**src/rtl/avg_pkg.sv**
```systemverilog
// Shared types for the triple collector and the downstream averaging pipeline.
package avg_pkg;

  localparam int LANES    = 3;
  localparam int SAMPLE_W = 8;

  typedef logic [SAMPLE_W-1:0] sample_t;

  typedef enum logic [1:0] {
    COL0 = 2'd0,
    COL1 = 2'd1,
    COL2 = 2'd2,
    PEND = 2'd3
  } state_t;

endpackage

```
**src/rtl/triple_out_reg.sv**
```systemverilog
// Output slot: holds the presented triple, its valid flag and the handoff counter.
module triple_out_reg
  import avg_pkg::*;
(
  input  logic       clk,
  input  logic       rst,
  input  logic       i_load,
  input  logic [7:0] i_a,
  input  logic [7:0] i_b,
  input  logic [7:0] i_c,
  input  logic       i_outReady,
  output logic [7:0] o_a,
  output logic [7:0] o_b,
  output logic [7:0] o_c,
  output logic       o_valid,
  output logic [7:0] o_cnt
);

  sample_t r_a;
  sample_t r_b;
  sample_t r_c;
  logic    r_valid;
  sample_t r_cnt;
  logic    w_handoff;

  assign w_handoff = r_valid && i_outReady;

  // A load in the same cycle as a handoff keeps valid high with the new triple.
  always_ff @(posedge clk) begin
    if (rst) begin
      r_a     <= '0;
      r_b     <= '0;
      r_c     <= '0;
      r_valid <= 1'b0;
      r_cnt   <= '0;
    end else begin
      if (i_load) begin
        r_a     <= i_a;
        r_b     <= i_b;
        r_c     <= i_c;
        r_valid <= 1'b1;
      end else if (w_handoff) begin
        r_valid <= 1'b0;
      end
      if (w_handoff) begin
        r_cnt <= r_cnt + 8'd1;
      end
    end
  end

  assign o_a     = r_a;
  assign o_b     = r_b;
  assign o_c     = r_c;
  assign o_valid = r_valid;
  assign o_cnt   = r_cnt;

endmodule

```
**src/rtl/triple_collector.sv**
```systemverilog
// Gathers three consecutive samples into a triple and presents it to the averaging stage.
module triple_collector
  import avg_pkg::*;
(
  input  logic       clk,
  input  logic       rst,
  input  logic [7:0] in_data,
  input  logic       in_valid,
  output logic       in_ready,
  input  logic       flush,
  output logic [7:0] a,
  output logic [7:0] b,
  output logic [7:0] c,
  output logic       out_valid,
  input  logic       out_ready,
  output logic [7:0] triple_cnt
);

  state_t  r_state;
  sample_t r_col [LANES];

  logic    w_accept;
  logic    w_handoff;
  logic    w_slotFree;
  logic    w_load;
  sample_t w_loadA;
  sample_t w_loadB;
  sample_t w_loadC;

  assign in_ready   = !flush && (r_state != PEND);
  assign w_accept   = in_valid && in_ready;
  assign w_handoff  = out_valid && out_ready;
  assign w_slotFree = !out_valid || out_ready;

  // The third sample bypasses r_col[2] when the slot can take it immediately.
  always_comb begin
    w_load  = 1'b0;
    w_loadA = r_col[0];
    w_loadB = r_col[1];
    w_loadC = r_col[2];
    case (r_state)
      COL2: begin
        if (w_accept && w_slotFree) begin
          w_load  = 1'b1;
          w_loadC = in_data;
        end
      end
      PEND: begin
        if (w_handoff) begin
          w_load = 1'b1;
        end
      end
      default: ;
    endcase
  end

  always_ff @(posedge clk) begin
    if (rst) begin
      r_state <= COL0;
      for (int i = 0; i < LANES; i++) begin
        r_col[i] <= '0;
      end
    end else begin
      case (r_state)
        COL0: begin
          if (w_accept) begin
            r_col[0] <= in_data;
            r_state  <= COL1;
          end
        end
        COL1: begin
          if (flush) begin
            r_state <= COL0;
          end else if (w_accept) begin
            r_col[1] <= in_data;
            r_state  <= COL2;
          end
        end
        COL2: begin
          if (flush) begin
            r_state <= COL0;
          end else if (w_accept) begin
            if (w_slotFree) begin
              r_state <= COL0;
            end else begin
              r_col[2] <= in_data;
              r_state  <= PEND;
            end
          end
        end
        PEND: begin
          if (w_handoff) begin
            r_state <= COL0;
          end
        end
      endcase
    end
  end

  triple_out_reg u_outReg (
    .clk        (clk),
    .rst        (rst),
    .i_load     (w_load),
    .i_a        (w_loadA),
    .i_b        (w_loadB),
    .i_c        (w_loadC),
    .i_outReady (out_ready),
    .o_a        (a),
    .o_b        (b),
    .o_c        (c),
    .o_valid    (out_valid),
    .o_cnt      (triple_cnt)
  );

endmodule

```
**config.mk**
```make
export PLATFORM = sky130hd
export DESIGN_NAME = triple_collector
export DESIGN_NICKNAME = d
export VERILOG_FILES = /design/src/rtl/avg_pkg.sv /design/src/rtl/triple_out_reg.sv /design/src/rtl/triple_collector.sv
export SDC_FILE = /design/constraint.sdc
export NUM_CORES = 1
export LEC_CHECK = 0
export CORE_ASPECT_RATIO = 1.75
export CORE_MARGIN = 4
export CORE_UTILIZATION = 30
export DETAILED_ROUTE_END_ITERATION = 8
export PLACE_DENSITY = 0.51
export SKIP_LAST_GASP = 1
export SLEW_MARGIN = 20
export SYNTH_ARGS = -nofsm -noshare
export SYNTH_HDL_FRONTEND = slang
export SYNTH_SLANG_ARGS = --single-unit
export TNS_END_PERCENT = 5
```
**constraint.sdc**
```tcl
create_clock -name clk -period 1.68 [get_ports clk]
set_input_delay 0.504 -clock clk [delete_from_list [all_inputs] [get_ports clk]]
set_output_delay 0.504 -clock clk [all_outputs]
set_load 0.01 [all_outputs]
```
# After elaboration in Yosys (flattened, before gate mapping)

Memory sizes are Yosys's and may differ from the RTL's. A register that Yosys moved wholly into a read port is not among the register bits.
Index checks and enable logic that the tools add are counted.

Add/sub/neg operators: 1
Eq/ne operators: 8
Multiplexer cells: 34
Bitwise operators: 3
Reductions and logical operators: 10

Operator list:

| operator                                              | count |
|---|---|
| 2-to-1 mux 8 bit                                      | 5 |
| 2-to-1 mux 1 bit                                      | 20 |
| 2-to-1 mux 2 bit                                      | 7 |
| adder 8 x 1 -> 8 bit, second input constant           | 1 |
| one-hot mux 2 bit (4 select lines)                    | 1 |
| inequality test 3 bit, second input constant          | 2 |
| equality test 2 bit, second input constant            | 2 |
| logical AND 1 bit                                     | 4 |
| inequality test 2 bit, second input constant          | 2 |
| AND reduction 4 bit                                   | 1 |
| bitwise OR 1 bit                                      | 3 |
| equality test 2 x 1 -> 1 bit, second input constant   | 1 |
| logical NOT 1 bit                                     | 2 |
| logical NOT 2 bit                                     | 1 |
| inequality test 2 x 1 -> 1 bit, second input constant | 1 |
| one-hot mux 1 bit (2 select lines)                    | 1 |
| nonzero test 2 bit                                    | 1 |
| logical OR 1 bit                                      | 1 |

Bits in registers: 19
Memory bits (writable): 24
Input port bits: 13
Output and inout port bits: 34
Logic and storage cells: 61
Memories: 1

Memory list:

| name  | words | bits a word | read ports | clocked after Yosys merged registers in | write ports | RTL line               | RTL |
|---|---|---|---|---|---|---|---|
| r_col | 3     | 8           | 3          | 2                                       | 3           | triple_collector.sv:20 | `sample_t r_col [LANES];` |

# Depth between registers and ports, before layout

Gate-level depths: netlist of the first run.

Depth after elaboration: 9
Gate-level depth with buffers: 6
Mapped depth without buffers: 4

# Cells and area by module

From an unflattened synthesis of the first run, not the netlist that was laid out.

Cell total of the unflattened synthesis: 195
Area, all modules: 2323.5 µm²

By module, submodules not included:

| module           | instances | cells an instance | area an instance (µm²) | seq. area each (µm²) |
|---|---|---|---|---|
| triple_out_reg   | 1         | 123               | 1222.4                 | 660.6 |
| triple_collector | 1         | 72                | 1101.1                 | 760.7 |

# Worst setup path after synthesis of the first run

No wires, ideal clock.

Path kind: input to register
Start: input port in_valid
End: memory r_col[2][0] (netlist bit), enable pin
Setup time: 375 ps
Arrival: 1267 ps
Required time: 1305 ps
Slack: 38 ps
Cell stages on the path: 3
Buffers on the path: 0
Cell sequence: nor2b_1 -> nand2b_1 -> o21bai_1

RTL lines:

| item            | RTL line               | RTL |
|---|---|---|
| start, declared | triple_collector.sv:8  | `input logic in_valid,` |
| end, declared   | triple_collector.sv:20 |  |

# Worst setup path after layout of the first run

Start: register u_outReg.r_cnt[1] (netlist: u_outReg.o_cnt[1])
End: output port triple_cnt[1]

RTL lines:

| item                   | RTL line               | RTL |
|---|---|---|
| start, declared        | triple_out_reg.sv:23   | `sample_t r_cnt;` |
| start signal, assigned | triple_out_reg.sv:46   | `r_cnt <= r_cnt + 8'd1;` |
| end, declared          | triple_collector.sv:16 | `output logic [7:0] triple_cnt` |

No word-level cell between the ends.

==> impl_metrics.yaml, run 1 <==
outcome:
  status: "finished with violations"
  violations: "negative setup slack"
power:
  power_mw: 3.86
  vdd_drop_max_v: 0.000827
  power.density_mw_per_mm2: 1150
  p_leak_nw: 1.27
final_layout:
  final_cell_mix: "nand2_1 (39), clkdlybuf4s50_1 (39), dfxtp_1 (35)"
  syn_to_final_growth_pct: 49.9
  stdcell_area_mm2: 0.00337
  n_antenna_cell: 0
  final_util: 0.465
  nNetsFinal: 297
  final_cells: 374
  drive_above_1_share: 0.170
critical_path:
  cpPeakStageDelay_ps: 550
  start_kind: "flip-flop"
  arrival_ps: 1250
  end_kind: "primary output"
  r2r_cells: 7
  crit_type: "flip-flop to primary output"
  path_max_fanout: 4
  cp.depth: 1
  cpMaxStageDelayCell: "clkdlybuf4s50_1"
  required_ps: 1180
  cp_num_buf_inv: 1
  cp_cell_sequence: "clkdlybuf4s50_1"
  crit_family: "buffers and inverters"
synth:
  yosysWarnings: 0
  synth_compound_area_frac: 0.109
  yosys-mux-area-fraction: 0.00501
  synth-edff-count: 24
  ys_types: 35
  synthCells: 211
  ys_ff_latch: 59
  synthAdderAreaFrac: 0.00557
  synth_area_mm2: 0.00225
  ys_seq_area_frac: 0.633
  synth-xor-area-share: 0.0234
  synth-simple-area-share: 0.197
  synth_top_family_by_area: "simple AND/OR/NAND/NOR gates"
  async_reset_ff_frac: 0
  ys.flop_type: "dfxtp_1"
  syn-num-nets: 225
  avgSynthCellArea_um2: 10.6
floorplanning:
  initial_core_util: 0.310
  die_y_um: 122
  core-area_mm2: 0.00723
  dieArea_mm2: 0.00899
  io_pins: 47
  fp-row-count: 41
  die_w_um: 73.4
route:
  via_count: 1736
  viasPerCell: 4.64
  ant_nets: 0
  drtPass1Iterations: 4
  routedWlPerCell_um: 13.7
  routed_wl_mm: 5.13
  route.detailed.drc: 0
  drtIter0Drc: 55
timing:
  fin_crit_ps: 1750
  slew_violations: 0
  setup_viol: 23
  tightest_slew_ps: 393
  post-route-period-util: 1.04
  hold_violations: 0
  maxSlewHeadroom: 0.737
  holdWs_ps: 450
  rsz0062_at_grt: "true"
  fmax_ghz: 0.572
  worst_slack_ps: -69.1
  clock_skew_ps: 6.79
  fin_tns_setup_ps: -463
placed_design:
  dp_cells: 355
  post-place-ws_ps: -453
  hpwl_mm: 3.74
  placed_area_mm2: 0.00295
  portBuffers: 46
  place_congestion: 0.805
clocking:
  clk_latency_ps: 320
  cts_inserted_buffers: 9
  cts_root_buf: "clkbuf_16"
  max-clock-path-buffers: 2
  cts_tree: "built"
  clock_sinks: 59
  clk_pin_slew_ps: 50
  htreeDepth: 3
global_route:
  grt_pass1_wl_mm: 8.14
  grt_antenna_before_repair: 0
  track_usage: 0.123
  overflow: 0
  first_global_vias: 1745
  grt_max_degree: 22
min_path:
  hold_path.class: "flip-flop to flip-flop"
  hold_depth: 2
flow_run:
  maxCapViolations: 0
registers in the layout (all words and copies together), names as in the netlist:
name and count:
r_state 2, b 8, u_outReg.o_cnt 8, u_outReg.o_valid 1, r_col 24, u_outReg.o_c 8, a 8
timing repair:
action                                  CTS  global route
hold buffers                              0             0
pin swaps                                 0             3
buffers inserted                          0             3
endpoints found under the setup margin   98           103
resized for setup                         5            10
area by class of cell:
cell class / count / area [um2]
clock buffers: 9 / 225
repair buffers: 72 / 704
fillers: 687 / 3870
flip-flops and latches: 59 / 1420
clock inverters: 7 / 116
well taps: 86 / 108
multi-input cells: 140 / 787
inverters: 1 / 3.75
worst reg2reg max path, stage by stage, from the launching register on:
cell     delay (ps)
dfxtp_1         370
nor3b_4         290
buf_6           150
o211a_4         160
buf_12          130
buf_4           110
nand2_1          40
a21oi_1         110
path summary, 6_finish.rpt:
path	from	to	slack, ps
max	u_outReg.o_cnt[1]$_SDFFE_PP0N_	triple_cnt[1]	-70
min	b[1]$_SDFFE_PP0P_	b[1]$_SDFFE_PP0P_	450
max reg2reg	r_state[0]$_SDFFE_PP0P_	a[6]$_SDFFE_PP0P_	250
min reg2reg	b[1]$_SDFFE_PP0P_	b[1]$_SDFFE_PP0P_	450
layer usage:
metal / GRT usage / routed length, um
met2: 0.222 / 2810
met3: 0.0451 / 249
met4: 0.0646 / 112
met1: 0.118 / 1960
met5: 0 / 0
cell usage after synthesis (2+ instances only):
library cell | n | area [um2]
nand3_1 | 3 | 15.0
nand4_1 | 3 | 18.8
nand2_1 | 39 | 146
nor4_1 | 3 | 18.8
xor2_1 | 3 | 26.3
nand2b_1 | 3 | 18.8
a222oi_1 | 5 | 50.1
o22ai_1 | 2 | 12.5
dfxtp_1 | 35 | 701
a211oi_1 | 2 | 15.0
xnor2_1 | 3 | 26.3
clkbuf_1 | 6 | 22.5
buf_2 | 2 | 10.0
a21oi_1 | 21 | 105
nor3_1 | 3 | 15.0
edfxtp_1 | 24 | 721
and3_1 | 2 | 12.5
and2_1 | 10 | 62.6
o21ai_0 | 3 | 15.0
buf_4 | 2 | 15.0
nor2_1 | 23 | 86.3
logic make-up (layout without fill, tap and decap cells):
family / count (synthesis) / in the layout
xor+xnor: 6 / 6
compound gates: 38 / 38
buf+inv: 12 / 89
flops: 59 / 59
fa+ha+maj: 1 / 1
simple gates: 94 / 94
mux: 1 / 1
report_power, final:
group          total (mW)  internal [mW]  leakage (nW)  switching [mW]
clock network        2.08           1.44         0.165           0.637
logic               0.220          0.115         0.575           0.106
registers            1.56           1.54         0.533          0.0203
(Power assumes the default switching activity.)
==> run 2: changes to the inputs <==
--- a/config.mk
+++ b/config.mk
@@ -8,6 +8,7 @@
 export CORE_ASPECT_RATIO = 1.75
 export CORE_MARGIN = 4
 export CORE_UTILIZATION = 30
+export CTS_BUF_LIST = sky130_fd_sc_hd__clkbuf_8
 export DETAILED_ROUTE_END_ITERATION = 8
 export PLACE_DENSITY = 0.51
 export SKIP_LAST_GASP = 1
==> constraint.sdc (replaced) <==
create_clock -name clk -period 1.68 [get_ports clk]
set_input_delay 0.42 -clock clk [delete_from_list [all_inputs] [get_ports clk]]
set_output_delay 0.42 -clock clk [all_outputs]
set_load 0.01 [all_outputs]
==> run 2 against run 1 <==
Compared with the run above: the flow still finishes with violations (negative setup slack); combinational power decreased by 5%; die area unchanged; clock power decreased by 39%.
==> impl_metrics.yaml, run 2 (synthesized netlist as in run 1, its figures left out) <==
route:
  viasPerCell: 4.67
  drtIter0Drc: 81
  drt-met1-wl_mm: 1.90
  top_layer: "met4"
  routed_wl_mm: 5.12
  wl_met3_um: 276
  via_count: 1722
  routedWlPerCell_um: 13.9
  drtPass1Iterations: 4
  dr_wl_met2_mm: 2.86
  ant_nets: 0
  route.detailed.drc: 0
critical_path:
  reg2reg_to: "r_col[1][7]$_DFFE_PP_"
  cp.depth: 1
  cp_num_buf_inv: 1
  regToRegSetupSlack_ps: 210
  end_kind: "primary output"
  arrival_ps: 1280
  crit_type: "flip-flop to primary output"
  cpPeakStageDelay_ps: 560
  start_kind: "flip-flop"
  cpMaxStageDelayCell: "clkdlybuf4s50_1"
  crit_family: "buffers and inverters"
  required_ps: 1260
  r2r_cells: 4
  path_max_fanout: 6
  cp_cell_sequence: "clkdlybuf4s50_1"
  worstReg2RegStart: "r_state[0]$_SDFFE_PP0P_"
placed_design:
  placed_area_mm2: 0.00294
  dp_cells: 353
  place_congestion: 0.770
  post-place-ws_ps: -329
  portBuffers: 46
  hpwl_mm: 3.82
global_route:
  grt_pass1_wl_mm: 8.28
  grt_max_degree: 22
  overflow: 0
  track_usage: 0.127
  grt_antenna_before_repair: 0
  first_global_vias: 1711
final_layout:
  final_cell_mix: "clkdlybuf4s50_1 (41), nand2_1 (39), dfxtp_1 (30)"
  drive_above_1_share: 0.159
  stdcell_area_mm2: 0.00315
  largest_register: "r_col"
  layout_commonest_cell: "clkdlybuf4s50_1"
  fillers: 725
  nNetsFinal: 292
  n_antenna_cell: 0
  syn_to_final_growth_pct: 40.2
  final_cells: 369
  largest_reg_flops: 24
power:
  p_leak_nw: 1.20
  clockPowerShare: 0.416
  netSwitchingPower_mw: 0.709
  vdd_drop_max_v: 0.000427
  intPower_mw: 2.33
  power_mw: 3.03
  p_seq_frac: 0.514
  comb_power_share: 0.069
  power.density_mw_per_mm2: 964
  swShare: 0.234
floorplanning:
  core-area_mm2: 0.00723
  io_pins: 47
  fp-row-count: 41
  initial_core_util: 0.310
  die_w_um: 73.4
  dieArea_mm2: 0.00899
  die_y_um: 122
timing:
  post-route-period-util: 1.01
  hold_violations: 0
  maxSlewHeadroom: 0.758
  tightest_slew_ps: 362
  fmax_ghz: 0.588
  worst_slack_ps: -20.2
  clock_skew_ps: 4.93
  rsz0062_at_grt: "true"
  slew_violations: 0
  fin_crit_ps: 1700
  holdWs_ps: 455
  setup_viol: 3
clocking:
  clk_latency_ps: 340
  max-clock-path-buffers: 2
  clk_pin_slew_ps: 70
  clock_sinks: 59
  cts_root_buf: "clkbuf_8"
  cts_inserted_buffers: 9
  cts_tree: "built"
  htreeDepth: 3
outcome:
  status: "finished with violations"
  violations: "negative setup slack"
min_path:
  min_from: "b[6]$_SDFFE_PP0P_"
  hold_path_end: "b[6]$_SDFFE_PP0P_"
  hold_depth: 2
  hold_path.class: "flip-flop to flip-flop"
flow_run:
  maxCapViolations: 0
run 2: cell types whose count changed in the layout (fill, tap and decap cells not counted), sizes merged:
| cell | before | now |
|---|---|---|
| inv | 1 | 2 |
| clkdlybuf4s50 | 39 | 41 |
| clkinvlp | 1 | 2 |
| bufinv | 3 | 1 |
| clkdlybuf4s15 | 1 | 0 |
| dlymetal6s2s | 3 | 4 |
| buf | 26 | 21 |
| dlygate4sd2 | 3 | 1 |
run 2: worst max path at each step:
stage | start | endpoint | slack (ps)
after floorplan | r_state[1]$_SDFFE_PP0P_ | r_col[2][0]$_DFFE_PP_ | 110
after global placement | flush | u_outReg.o_c[6]$_SDFFE_PP0P_ | -330
after detailed placement | flush | a[2]$_SDFFE_PP0P_ | -330
after CTS | u_outReg.o_valid$_SDFFE_PP0P_ | out_valid | -130
after global routing | flush | u_outReg.o_c[1]$_SDFFE_PP0P_ | -90
final | u_outReg.o_valid$_SDFFE_PP0P_ | out_valid | -20
run 2: metrics by stage:
| stage | util | setup TNS [ps] |
|---|---|---|
| 6_report | 0.435 | -29.6 |
| 5_1_grt | 0.435 | -2000 |
| 4_1_cts | 0.432 | -644 |
| 3_5_place_dp | 0.406 | -22140 |
| 3_3_place_gp | 0.406 | -21610 |
| 2_1_floorplan | - | 0 |
run 2: power groups by stage:
| stage | Sequential [mW] | Combinational (mW) | Clock, mW |
|---|---|---|---|
| floorplan | 1.59 | 0.0921 | 0 |
| global placement | 1.59 | 0.211 | 0 |
| detailed placement | 1.59 | 0.213 | 0 |
| CTS | 1.56 | 0.213 | 1.30 |
| global route | 1.56 | 0.229 | 1.38 |
| finish | 1.56 | 0.210 | 1.26 |
run 2: what timing repair did:
| item | CTS | global route |
|---|---|---|
| endpoints found under the setup margin | 12 | 82 |
| hold buffers | 0 | 0 |
| hold endpoints to repair | 0 | 0 |
| gates resized for setup | 1 | 10 |
| setup buffers | 0 | 0 |
run 2: cell type report:
| class | instances | area [um2] | area share |
|---|---|---|---|
| clock inverter | 7 | 67.6 | 0.0215 |
| timing repair buffer | 67 | 656 | 0.208 |
| inverter | 1 | 3.75 | 0.00119 |
| clock buffer | 9 | 124 | 0.0393 |
| tap | 86 | 108 | 0.0342 |
| multi-input combinational | 140 | 762 | 0.242 |
| sequential | 59 | 1430 | 0.453 |
run 2: layer usage:
layer | global-route usage | vias to the layer above
met3 | 0.0475 | 5
met1 | 0.130 | 801
met5 | 0 | -
met2 | 0.217 | 39
met4 | 0.0714 | 0
li1 | - | 877
==> patch (config.mk and constraints of run 1) <==
Reset style: asynchronous (`rst`), changed in 2 clocked blocks.
--- a/src/rtl/triple_out_reg.sv
+++ b/src/rtl/triple_out_reg.sv
@@ -26,7 +26,7 @@
   assign w_handoff = r_valid && i_outReady;
 
   // A load in the same cycle as a handoff keeps valid high with the new triple.
-  always_ff @(posedge clk) begin
+  always_ff @(posedge clk or posedge rst) begin
     if (rst) begin
       r_a     <= '0;
       r_b     <= '0;
--- a/src/rtl/triple_collector.sv
+++ b/src/rtl/triple_collector.sv
@@ -54,7 +54,7 @@
     endcase
   end
 
-  always_ff @(posedge clk) begin
+  always_ff @(posedge clk or posedge rst) begin
     if (rst) begin
       r_state <= COL0;
       for (int i = 0; i < LANES; i++) begin
Function: differs if rst is asserted again (counterexample within 4 cycles, from zero or initial values and one cycle with rst high); with rst held inactive, the same outputs for 10 cycles.
==> patch against run 1 <==
- cell count is 9.4% lower
- via count is 9.0% lower
- sequential cell count stayed put
- final area is 5.5% higher
- synthesized area is 10% higher
- worst setup slack worse by 9.3 ps
- critical path depth stayed put
- routed wire length is 0.97% higher
- sequential share of layout area is 0.64 points lower
- the run still ends with negative setup slack left
- largest cell class unchanged
Power is not compared: it rests on default switching activity, and its combinational part moved more than twofold at a synthesized area within 25%.
==> patch: results (changes against run 1) <==
===============================================================================
Filler instances                                                            761   +11%
Per-cell routed wire length                                             15.3 um   +11%
Nets@finish                                                                 260   -12%
Smallest setup slack after layout                                      -78.4 ps   -9.33 ps
Total of endpoints with negative setup slack in the final report             29   +26%
Largest net degree at the start of global routing                            38   +73%
Ratio of cells with drive above 1 in the final layout                     0.341   +0.171
Run status                                                         finished with violations
Number of distinct library cells after synthesis                             31   -11%
Global routing usage on met3                                             0.0352   -0.00992
Endpoint, Worst Hold                                               u_outReg.o_cnt[7]
Worst hold slack                                                         469 ps   +18.3 ps
Setup clock skew after layout                                           5.13 ps   -1.66 ps
Number of setup buffers added after CTS                                       2   +2
Leading cell types by count after synthesis                        sky130_fd_sc_hd__dfrtp_1 (59), sky130_fd_sc_hd__mux2_2 (32), sky130_fd_sc_hd__a21oi_1 (11), sky130_fd_sc_hd__nor2_1 (10), sky130_fd_sc_hd__mux2_4 (9)
Total number of multi-input combinational cells                             106   -24%
Area of combinational cells with multiple inputs                        956 um2   +21%
Async SR Flop Fraction                                                     1.00   +1.00
Termination of the worst setup path                                triple_cnt[4]
Setup total negative slack                                              -951 ps   -488 ps
CP startpoint                                                      u_outReg.o_cnt[4]
Routability congestion estimate from global placement                     0.722   -10%
Number of global-route vias before repair                                 1,739   -0.34%
Register Area                                                          1480 um2   +3.9%
Worst slew pin tran                                                      265 ps   -128 ps
Routed vias/inst                                                           4.66   +0.35%
HPWL after detailed placement                                           3850 um   +3.2%
Register fraction of the total cell area                                  0.416   -0.00637
Leading post-synthesis cells by cell area                          sky130_fd_sc_hd__dfrtp_1 (60%), sky130_fd_sc_hd__mux2_2 (15%), sky130_fd_sc_hd__mux2_4 (5.5%)
Register-to-register path setup slack                                    160 ps   -90 ps
Area growth from synthesis to final layout                                43.3%
Worst slack, placed                                                     -458 ps   -4.52 ps
Met1 Usage GRT                                                            0.131   +0.0127
Placement-stage cell area                                              3250 um2   +10%
Violated checks                                                    negative setup slack
===============================================================================
patch: changes by cell type after synthesis, moves of 10 or more:
cell                       delta
sky130_fd_sc_hd__a21oi_1     -10
sky130_fd_sc_hd__dfrtp_1     +59
sky130_fd_sc_hd__nand2_1     -32
sky130_fd_sc_hd__edfxtp_1    -24
sky130_fd_sc_hd__nor2_1      -13
sky130_fd_sc_hd__dfxtp_1     -35
sky130_fd_sc_hd__and2_1      -10
sky130_fd_sc_hd__mux2_2      +31
patch: per-stage QoR:
step | util | std cells
final | 0.443 | 339
after detailed placement | 0.405 | 323
after global routing | 0.443 | 339
after floorplan | - | 173
after CTS | 0.442 | 339
after global placement | 0.405 | 323
patch: kinds of logic after synthesis:
logic type	share of synthesized area
DFF	0.596
muxes	0.232
and+or+nand+nor	0.0864
AOI/OAI and AO/OA	0.0338
xor gates and xnor gates	0.0283
buffers and inverters	0.0182
adders and majority gates	0.00505
